## config.mk

```make
export PLATFORM = sky130hd
export DESIGN_NAME = pb_field_encoder
export DESIGN_NICKNAME = d
export VERILOG_FILES = /design/src/rtl/pb_field_encoder.sv
export SDC_FILE = /design/constraint.sdc
export NUM_CORES = 1
export LEC_CHECK = 0
export ABC_AREA = 1
export CORE_UTILIZATION = 40
export DETAILED_ROUTE_END_ITERATION = 10
export PLACE_DENSITY = 0.75
export SYNTH_ARGS = -nofsm -noshare
export SYNTH_HDL_FRONTEND = slang
export SYNTH_SLANG_ARGS = --single-unit
```

## constraint.sdc

```tcl
create_clock -name clk -period 3.8 [get_ports clk]
set_input_delay 0.76 -clock clk [delete_from_list [all_inputs] [get_ports clk]]
set_output_delay 0.76 -clock clk [all_outputs]
set_load 0.02 [all_outputs]
```

## src/rtl/pb_field_encoder.sv

```systemverilog
// Registered protobuf field encoder: varint key plus wire-encoded value, 1-cycle latency.
// Optional macro SER_ZIGZAG_EN enables ZigZag encoding for SINT32/SINT64.
module pb_field_encoder (
  input  logic        clk,
  input  logic        reset,
  input  logic        in_valid,
  input  logic [28:0] field_id,
  input  logic [4:0]  field_type,
  input  logic [63:0] value,
  output logic        out_valid,
  output logic [39:0] hdr_out,
  output logic [2:0]  hdr_len,
  output logic [79:0] val_out,
  output logic [3:0]  val_len,
  output logic        err
);

  typedef enum logic [4:0] {
    T_NONE     = 5'd0,
    T_DOUBLE   = 5'd1,
    T_FLOAT    = 5'd2,
    T_INT64    = 5'd3,
    T_UINT64   = 5'd4,
    T_INT32    = 5'd5,
    T_FIXED64  = 5'd6,
    T_FIXED32  = 5'd7,
    T_BOOL     = 5'd8,
    T_STRING   = 5'd9,
    T_GROUP    = 5'd10,
    T_MESSAGE  = 5'd11,
    T_BYTES    = 5'd12,
    T_UINT32   = 5'd13,
    T_ENUM     = 5'd14,
    T_SFIXED32 = 5'd15,
    T_SFIXED64 = 5'd16,
    T_SINT32   = 5'd17,
    T_SINT64   = 5'd18
  } ftype_e;

  logic [2:0]  wire_type;
  logic        is_varint;
  logic        bad_type;
  logic [63:0] operand;
  logic [79:0] fix_val;
  logic [3:0]  fix_len;
  logic [31:0] key_word;
  logic [31:0] kshift;
  logic [63:0] vshift;
  logic [39:0] hdr_c;
  logic [2:0]  hdr_len_c;
  logic [79:0] val_c;
  logic [3:0]  val_len_c;
  logic        entry_err;

  // Type decode: wire type plus either a varint operand or a raw fixed payload.
  always_comb begin
    wire_type = 3'd0;
    is_varint = 1'b1;
    bad_type  = 1'b0;
    operand   = '0;
    fix_val   = '0;
    fix_len   = '0;
    case (field_type)
      T_DOUBLE, T_FIXED64, T_SFIXED64: begin
        wire_type = 3'd1;
        is_varint = 1'b0;
        fix_val   = {16'd0, value};
        fix_len   = 4'd8;
      end
      T_FLOAT, T_FIXED32, T_SFIXED32: begin
        wire_type = 3'd5;
        is_varint = 1'b0;
        fix_val   = {48'd0, value[31:0]};
        fix_len   = 4'd4;
      end
      T_INT64, T_UINT64: operand = value;
      T_STRING, T_BYTES, T_MESSAGE: begin
        wire_type = 3'd2;
        operand   = value;
      end
      T_INT32, T_ENUM: operand = {{32{value[31]}}, value[31:0]};
      T_UINT32:        operand = {32'd0, value[31:0]};
      T_BOOL:          operand = {63'd0, value[0]};
      T_GROUP: begin
        wire_type = 3'd3;
        is_varint = 1'b0;
      end
`ifdef SER_ZIGZAG_EN
      T_SINT32: operand = {32'd0, {value[30:0], 1'b0} ^ {32{value[31]}}};
      T_SINT64: operand = {value[62:0], 1'b0} ^ {64{value[63]}};
`else
      T_SINT32: operand = {{32{value[31]}}, value[31:0]};
      T_SINT64: operand = value;
`endif
      default: begin
        bad_type  = 1'b1;
        is_varint = 1'b0;
      end
    endcase
  end

  // Varint encoders: length = highest non-zero 7-bit group, minimum one byte.
  always_comb begin
    key_word  = {field_id, wire_type};
    kshift    = '0;
    hdr_len_c = 3'd1;
    hdr_c     = '0;
    for (int unsigned i = 1; i < 5; i++)
      if ((key_word >> (7 * i)) != 32'd0) hdr_len_c = 3'(i + 1);
    for (int unsigned i = 0; i < 5; i++) begin
      kshift = key_word >> (7 * i);
      if (i < 32'(hdr_len_c))
        hdr_c[8*i +: 8] = {(i + 1 < 32'(hdr_len_c)), kshift[6:0]};
    end

    vshift = '0;
    if (is_varint) begin
      val_len_c = 4'd1;
      val_c     = '0;
      for (int unsigned i = 1; i < 10; i++)
        if ((operand >> (7 * i)) != 64'd0) val_len_c = 4'(i + 1);
      for (int unsigned i = 0; i < 10; i++) begin
        vshift = operand >> (7 * i);
        if (i < 32'(val_len_c))
          val_c[8*i +: 8] = {(i + 1 < 32'(val_len_c)), vshift[6:0]};
      end
    end else begin
      val_c     = fix_val;
      val_len_c = fix_len;
    end

    entry_err = bad_type || (field_id == 29'd0);
  end

  always_ff @(posedge clk) begin
    if (reset) begin
      out_valid <= 1'b0;
      err       <= 1'b0;
      hdr_out   <= '0;
      hdr_len   <= '0;
      val_out   <= '0;
      val_len   <= '0;
    end else begin
      out_valid <= in_valid;
      if (in_valid) begin
        err <= entry_err;
        if (entry_err) begin
          hdr_out <= '0;
          hdr_len <= '0;
          val_out <= '0;
          val_len <= '0;
        end else begin
          hdr_out <= hdr_c;
          hdr_len <= hdr_len_c;
          val_out <= val_c;
          val_len <= val_len_c;
        end
      end
    end
  end

endmodule

```

### Word-level counts from Yosys, hierarchy flattened

Index checks and enable logic that the tools add are counted.

* flip-flop bits (word level): 129
* output and inout bits: 129
* logic and storage cells: 103

* $lt $le $gt $ge: 17
* eq/ne operators: 18
* multiplexer cells: 41
* reduce and logical (&&, ||, !) cells: 21

Operator list (count)
* nonzero test 64 bit: 8
* one-hot mux 64 bit (4 select lines): 1
* 2-to-1 mux 80 bit: 2
* one-hot mux 64 bit (2 select lines): 1
* nonzero test 32 bit: 4
* 2-to-1 mux 8 bit: 15
* 2-to-1 mux 4 bit: 11
* == test 5 x 4 -> 1 bit, second input constant: 8
* 2-to-1 mux 40 bit: 1
* logical NOT 29 bit: 1
* == test 5 x 3 -> 1 bit, second input constant: 4
* OR reduction 18 bit: 1
* less-than comparator 3 x 4 -> 1 bit, first input constant: 4
* == test 5 bit, second input constant: 3
* less-than comparator 4 bit, first input constant: 3
* 2-to-1 mux 3 bit: 4
* one-hot mux 3 bit (4 select lines): 1
* OR reduction 3 bit: 4
* OR reduction 11 bit: 1
* == test 5 x 2 -> 1 bit, second input constant: 2
* less-than comparator 1 x 4 -> 1 bit, first input constant: 2
* less-than comparator 2 x 4 -> 1 bit, first input constant: 2
* one-hot mux 4 bit (2 select lines): 1
* less-than comparator 1 x 3 -> 1 bit, first input constant: 2
* 7 further kinds: 11

### Logic depth before layout (Yosys ltp)

Gate-level depths: netlist (run 1).

* depth in word-level cells: 18
* mapped depth: 21
* depth with buffers taken out: 20

### Least setup slack after synthesis (run 1)

Ideal clock, no wire load.

* path kind: input to register
* start point: input port field_type[2]
* end point: register val_out[55]
* library setup time: 0.116 ns
* arrival time: 2.292 ns
* required time: 3.684 ns
* path slack: 1.391 ns
* cell stages on the path: 17
* path buffers: 1
* path through: inv_1 -> nor2_1 -> nand3_1 -> nand2_1 -> nor2_2 -> nand2_4 -> buf_6 -> nand2_1 -> nand2_2 -> nor2_1 -> nand2_1 -> nor3_2 -> inv_2 -> o21ai_4 -> nor2_2 -> o21ai_1 -> nand2_1

* word-level cells in the longest chain between the ends: 18

Ends and longest elaborated chain
* start, declared: RTL line 8 `input logic [4:0] field_type,`
* == test 5 bit, or another cell as far along: RTL line 63 `case (field_type)`
* OR reduction 6 bit (no line) / OR reduction 3 bit (equally long branches)
* one-hot mux 64 bit (4 select lines): RTL line 63
* nonzero test 64 bit: RTL line 121 `if ((operand >> (7 * i)) != 64'd0) val_len_c = 4'(i + 1);`
* 2-to-1 mux 2 bit: RTL line 121
* 2-to-1 mux 4 bit (8 in a row): RTL line 121
* 2-to-1 mux 4 bit: RTL line 117 `if (is_varint) begin`
* less-than comparator 3 x 4 -> 1 bit, on equally long branches: RTL line 125, 124
* 2-to-1 mux 8 bit: RTL line 124 `if (i < 32'(val_len_c))`
* 2-to-1 mux 80 bit: RTL line 117
* 2-to-1 mux 80 bit (*): RTL line 147 `if (entry_err) begin`
* end signal, assigned: RTL line 155 `val_out <= val_c;`
* end, declared: RTL line 13 `output logic [79:0] val_out,`

Mark *: on every way between the ends. The rest lies on a longest branch, timed or not. The select of a mux whose other input is x is not followed.
A chain may end at the register's enable or synchronous reset.

### Worst setup path in the final report (run 1)

* start point: input port field_type[4]
* end point: register val_out[7]

* word-level cells in the longest chain between the ends: 18

Ends and longest elaborated chain (RTL line)
* == test 5 bit, or another cell as far along: 63
* OR reduction 6 bit (no line) / OR reduction 3 bit (equally long branches)
* one-hot mux 64 bit (4 select lines): 63
* nonzero test 64 bit: 121
* 2-to-1 mux 2 bit: 121
* 2-to-1 mux 4 bit (8 in a row): 121
* 2-to-1 mux 4 bit: 117
* less-than comparator 1 x 4 -> 1 bit, on equally long branches: 125, 124
* 2-to-1 mux 8 bit: 124
* 2-to-1 mux 80 bit: 117
* 2-to-1 mux 80 bit (*): 147

Marks and branches as above.

==> results of run 1 <==
[per-layer routing]
| metal | up-vias | part of all wire, % | GRT usage, % |
|---|---|---|---|
| li1 | 3425 | - | - |
| met1 | 3212 | 43 | 35.06 |
| met2 | 357 | 47 | 45.08 |
| met3 | 53 | 7.8 | 5.399 |
| met4 | 0 | 2.9 | 11.76 |
| met5 | - | 0 | 0 |
[metrics by stage]
step,cell area (um^2),worst slack (ns)
2_1_floorplan,6231,1.391
5_1_grt,9071,0.3067
6_report,9071,0.6370
4_1_cts,9071,0.6827
3_3_place_gp,8467,0.2901
3_5_place_dp,8467,0.2630
[report_power, final]
group / leakage [nW] / switching (mW) / total (mW) / internal [mW]
clock: 0.292 / 0.595 / 1.63 / 1.04
sequential: 0.965 / 0.0255 / 1.32 / 1.30
combinational: 2.40 / 0.480 / 0.785 / 0.304
[area by class of cell]
type	instances	area (um^2)	area share, %
Timing Repair Buffer	238	2345	25.85
Multi-Input combinational cell	679	3334	36.76
Sequential cell	119	2382	26.26
Clock buffer	22	484.2	5.338
Inverter	44	170.2	1.876
Tap cell	188	235.2	2.593
Clock inverter	10	120.1	1.324
[flip-flops by register name (all words and copies together), names as in the netlist]
| register | flops |
|---|---|
| val_len | 4 |
| err | 1 |
| hdr_len | 2 |
| val_out | 74 |
| out_valid | 1 |
| hdr_out | 37 |
[Yosys cell counts (2+ instances only)]
cell	number	share of area (%)
buf_1	4	0.24
a22o_1	2	0.28
nand2_4	2	0.36
o211ai_1	12	1.5
o41ai_1	4	0.56
o2111ai_1	7	0.99
nor4_1	3	0.30
o21ai_4	2	0.52
nor2_2	9	0.91
inv_4	2	0.20
inv_1	37	2.2
nand2_2	12	1.2
buf_6	7	1.3
o21ai_1	10	0.81
o221ai_1	5	0.71
a32o_1	11	1.8
nor3_1	7	0.56
nor2_1	69	4.2
nand3_1	89	7.2
a31oi_1	24	2.4
dfxtp_1	119	38
clkbuf_1	28	1.7
nor2_4	2	0.36
or2_2	3	0.30
a21oi_1	40	3.2
nand3_2	3	0.48
buf_2	8	0.65
o31ai_1	4	0.48
inv_2	5	0.30
nand2_1	270	16
o21ai_0	62	5.0
buf_4	15	1.8
o22ai_1	2	0.20
nand4_1	9	0.91
[cell families after synthesis]
group	after synthesis	synth area share, %
other	1	0.06047
flip-flops	119	38.42
buffers and inverters	106	8.414
AND/OR/NAND/NOR	482	34.14
AO/OA/AOI/OAI	188	18.97
[path summary, 6_finish.rpt]
kind            startpoint     endpoint  slack [ns]  cells past startpoint
max reg2reg    val_out[70]  val_out[70]        3.10                      2
max          field_type[4]   val_out[7]        0.64                     15
min            val_out[79]  val_out[79]        0.44                      2
min reg2reg    val_out[79]  val_out[79]        0.44                      2
[tightest hold or removal path, delay by kind of cell (launching register included)]
| kind | cells | cell delay (ns) |
|---|---|---|
| DFF | 1 | 0.31 |
| and+or+nand+nor | 2 | 0.09 |
==> results.sh, run 1 <==
export IMPL_slowest_stage="clkdlybuf4s50_1"
export IMPL_status="complete, no violations"
export IMPL_ant_nets=0
export IMPL_finalNetCount=1200
export IMPL_htreeDepth=4
export IMPL_tritoncts="built"
export IMPL_crit_type="input pin to flop"
export IMPL_rsz0062_at_grt="no"
export IMPL_cp_data_arrival_time_ns=3.44
export IMPL_slew_headroom_pct=46.64
export IMPL_max_cap_violations=0
export IMPL_avgSynthCellArea_um2=6.921
export IMPL_crit_path_frequent_cell="nand2_1"
export IMPL_worstPathCellList="clkdlybuf4s50_1 > inv_2 > nand3_1 > nand3_2 > nand2_2 > buf_4 > nand2_1 > nor2_1 > nand2_1 > nor2_1 > nand2_1 > nor2_1 > nand2_1 > o21ai_0 > a21oi_1"
export IMPL_postLayoutCoreUtil_pct=59.89
export IMPL_core_area_um2=15150
export IMPL_fillers=1431
export IMPL_stdcell_count=1300
export IMPL_drc=0
export IMPL_clockBufferDepth=2
export IMPL_yosys_warnings=0
export IMPL_drive_above_1_share_pct=8.723
export IMPL_critPathTopFamily="simple AND/OR/NAND/NOR gates"
export IMPL_hold_slack_ns=0.4424
export IMPL_synthCells=896
export IMPL_ioPinCount=230
export IMPL_required_ns=4.08
export IMPL_finalMaxSlewViolations=0
export IMPL_path_buf_inv=3
export IMPL_crit_fanout=24
export IMPL_antenna_found_initial=0
export IMPL_leakagePower_nw=3.661
export IMPL_finalSetupTns_ns=0
export IMPL_synth_async_reset_ratio_pct=0
export IMPL_grt_max_degree=53
export IMPL_io_buffers=220
export IMPL_synth_area_um2=6201
export IMPL_drtIter0Drc=828
export IMPL_grt_first_pass_wirelength_um=34150
export IMPL_fin_crit_sh_pct=83.24
export IMPL_grt_pass1_vias=6535
export IMPL_numCtsBuffers=17
export IMPL_slowest_delay_ns=0.56
export IMPL_dr_pass1_iters=7
export IMPL_ctsHoldBuffers=0
export IMPL_ys_seq_elements=119
export IMPL_cts_root_buffer="clkbuf_16"
export IMPL_die_area_um2=16000
export IMPL_wl_per_cell_um=16.86
export IMPL_setup_viol=0
export IMPL_fmax_mhz=316.2
export IMPL_grt_usage_pct=27.44
export IMPL_fp_row_count=45
export IMPL_post_place_cells=1268
export IMPL_synth_seq_area_share_pct=38.42
export IMPL_area_growth_pct=46.29
export IMPL_tightest_slew_ns=0.7921
export IMPL_via_per_inst=5.421
export IMPL_power_density_nw_per_um2=411.9
export IMPL_period_needed_ns=3.163
export IMPL_die_w_um=126.5
export IMPL_synthFlopType="dfxtp_1"
export IMPL_layout_common_cells="nand2_1 (270), clkdlybuf4s50_1 (219), dfxtp_1 (119)"
export IMPL_clkTransAtPathRegs_ns=0.06
export IMPL_antenna_cells=0
export IMPL_drt_total_wl_um=21920
export IMPL_synth_distinct_cells=42
export IMPL_clk_latency_ns=0.42
export IMPL_synth_edf_count=0
export IMPL_finalHoldViolCount=0
export IMPL_hold_class="flop to flop"
export IMPL_clock_sinks=119
export IMPL_die_h_um=126.5
export IMPL_cts_resized=0
export IMPL_p_total_mw=3.737
export IMPL_peakVddDrop_v=0.0003000
export IMPL_final_setup_skew_ns=0
export IMPL_cp_end_kind="flop"
export IMPL_gp_congestion=0.9697
export IMPL_startpoint_type="input pin"
export IMPL_grt_remaining_overflow=0
export IMPL_layout_commonest_cell="nand2_1"
export IMPL_cts_setup_buffers=0
export IMPL_vias=7047
export IMPL_hpwl_um=16120
export IMPL_initial_core_util_pct=40.94
(Power assumes the default switching activity.)
==> run 2: changes to the inputs <==
--- a/config.mk
+++ b/config.mk
@@ -8,7 +8,7 @@
 export ABC_AREA = 1
 export CORE_UTILIZATION = 40
 export DETAILED_ROUTE_END_ITERATION = 10
-export PLACE_DENSITY = 0.75
+export PLACE_DENSITY = 0.78
 export SYNTH_ARGS = -nofsm -noshare
 export SYNTH_HDL_FRONTEND = slang
 export SYNTH_SLANG_ARGS = --single-unit
==> constraint.sdc (replaced) <==
create_clock -name clk -period 2.9 [get_ports clk]
set_input_delay 0.58 -clock clk [delete_from_list [all_inputs] [get_ports clk]]
set_output_delay 0.58 -clock clk [all_outputs]
set_load 0.02 [all_outputs]
==> run 2 against run 1 <==
Effect of this change:
- utilization grew 4.9 points
- first-iteration DRC count is 8.2% lower
- worst setup slack worse by 0.39 ns
- flip-flop and latch count did not move
- cell area rose by 8.2%
- routed wire length increased by 2.6%
- combinational power rose by 50%
- clock skew stayed put
- total power rose by 36%
- sequential share of layout area down 2.0 points
- via count up 4.7%
- largest cell class unchanged
==> results.sh, run 2 (same netlist as run 1, synthesis figures left out) <==
export IMPL_status="complete, no violations"
export IMPL_p_clk_share_pct=43.0
export IMPL_core_area_um2=15150
export IMPL_power_switching_mw=1.499
export IMPL_pwr_share_seq_pct=34.0
export IMPL_power_density_nw_per_um2=519.9
export IMPL_drtIter0Drc=760
export IMPL_whs_path_depth=2
export IMPL_gp_congestion=0.9956
export IMPL_grt_remaining_overflow=0
export IMPL_worstPathCellList="clkdlybuf4s50_1 > nor2_1 > nand3_1 > nand2_1 > nor2_2 > nand2_4 > buf_12 > nand2_1 > nand2_1 > buf_4 > nor2_1 > nand2_1 > nor2_1 > nand4_1 > nor3_1 > nand2_1 > nand3_1 > nand2_1"
export IMPL_r2r_start="val_out[21]"
export IMPL_worstHoldStart="val_out[79]"
export IMPL_fp_row_count=45
export IMPL_via_per_inst=5.343
export IMPL_slowest_stage="clkdlybuf4s50_1"
export IMPL_path_buf_inv=3
export IMPL_grt_usage_pct=28.51
export IMPL_crit_fanout=11
export IMPL_combPwrFrac_pct=23.1
export IMPL_grt_pass1_vias=7141
export IMPL_max_cap_violations=0
export IMPL_period_needed_ns=2.654
export IMPL_post_place_cells=1349
export IMPL_cp_end_kind="flop"
export IMPL_ioPinCount=230
export IMPL_rsz0062_at_grt="no"
export IMPL_ant_nets=0
export IMPL_rrSetupSlack_ns=2.21
export IMPL_final_setup_skew_ns=0
export IMPL_finalMaxSlewViolations=0
export IMPL_dr_pass1_iters=5
export IMPL_numCtsBuffers=17
export IMPL_finalHoldViolCount=0
export IMPL_regMostFlops="val_out"
export IMPL_grt_first_pass_wirelength_um=35980
export IMPL_slowest_delay_ns=0.54
export IMPL_die_area_um2=16000
export IMPL_place_ws_ns=-0.2068
export IMPL_min_to="val_out[79]"
export IMPL_postLayoutCoreUtil_pct=64.77
export IMPL_swShare_pct=29.40
export IMPL_rr_endpoint="val_out[21]"
export IMPL_tritoncts="built"
export IMPL_clock_sinks=119
export IMPL_clk_latency_ns=0.42
export IMPL_grt_max_degree=77
export IMPL_cts_setup_buffers=0
export IMPL_drc=0
export IMPL_area_growth_pct=58.21
export IMPL_layout_common_cells="nand2_1 (270), clkdlybuf4s50_1 (219), dfxtp_1 (119)"
export IMPL_reg2regPathDepth=2
export IMPL_critPathTopFamily="simple AND/OR/NAND/NOR gates"
export IMPL_hold_class="flop to flop"
export IMPL_antenna_found_initial=0
export IMPL_clockBufferDepth=2
export IMPL_vias=7378
export IMPL_layout_commonest_cell="nand2_1"
export IMPL_htreeDepth=4
export IMPL_io_buffers=220
export IMPL_antenna_cells=0
export IMPL_peakVddDrop_v=0.0003780
export IMPL_wl_per_cell_um=16.29
export IMPL_top_regs="val_out x74, hdr_out x37, val_len x4"
export IMPL_drt_total_wl_um=22490
export IMPL_fmax_mhz=376.8
export IMPL_drive_above_1_share_pct=15.34
export IMPL_p_total_mw=5.100
export IMPL_hpwl_um=17100
export IMPL_leakagePower_nw=4.090
export IMPL_crit_type="input pin to flop"
export IMPL_cp_data_arrival_time_ns=2.97
export IMPL_finalSetupTns_ns=0
export IMPL_stdcell_count=1381
export IMPL_cts_root_buffer="clkbuf_16"
export IMPL_fin_crit_sh_pct=91.51
export IMPL_p_int_mw=3.601
export IMPL_initial_core_util_pct=40.94
export IMPL_required_ns=3.21
export IMPL_crit_path_frequent_cell="nand2_1"
export IMPL_setup_viol=0
export IMPL_die_w_um=126.5
export IMPL_die_h_um=126.5
export IMPL_finalNetCount=1281
export IMPL_clkTransAtPathRegs_ns=0.06
export IMPL_startpoint_type="input pin"
export IMPL_largest_register_ffs=74
export IMPL_setup_ws_ns=0.2461
run 2: cell count changes in the layout (fill, tap and decap cells not counted), sizes merged:
cell | before | now
buf | 19 | 100
bufinv | 2 | 3
clkbuf | 22 | 19
inv | 44 | 46
run 2: how the worst max path moves through the flow:
| stage | start | end | slack, ns | depth (start not counted) |
|---|---|---|---|---|
| after floorplan | field_type[2] | val_out[55] | 0.67 | 17 |
| final | field_type[1] | val_len[0] | 0.25 | 18 |
| after detailed placement | field_type[2] | val_len[0] | -0.21 | 17 |
| after global placement | field_type[3] | val_len[0] | -0.12 | 18 |
| after CTS | field_type[2] | val_len[0] | 0.20 | 17 |
| after global routing | field_type[1] | val_len[0] | 0.03 | 21 |
run 2: cell type report:
class / instances / area [um^2]
clock buffers: 19 / 442.9
clock inverters: 13 / 171.4
fillers: 1339 / 5335
inverters: 44 / 170.2
multi-input cells: 679 / 3352
flip-flops and latches: 119 / 2382
well taps: 188 / 235.2
repair buffers: 319 / 3057
run 2: power groups by stage:
stage,sequential [mW],combinational [mW],clock (mW)
4_1_cts,1.73,1.17,2.21
6_report,1.73,1.18,2.19
5_1_grt,1.74,1.27,2.29
3_3_place_gp,1.77,1.16,0
2_1_floorplan,1.84,0.505,0
3_5_place_dp,1.77,1.16,0
run 2: metal layers:
layer	wire length, um	vias up	global-route usage (%)
li1	-	3604	-
met1	9460	3407	35.24
met2	10980	328	49.63
met3	1560	39	5.441
met4	494	0	9.568
met5	0	-	0
run 2: tightest hold or removal path, delay by kind of cell, from the launching register on:
kind          cells  cell delay, ns
flops             1            0.31
simple gates      2            0.09
run 2: per-stage QoR:
stage                     hold slack (ns)  area [um^2]
after floorplan                    0.5193         6231
after detailed placement           0.4279         9175
after CTS                          0.4383         9789
after global routing               0.4592         9811
after global placement             0.4262         9175
final                              0.4362         9811
run 2: timing repair:
item / in CTS / in global routing
setup endpoints to repair: 0 / 4
hold buffers: 0 / 0
gates resized for setup: 0 / 7
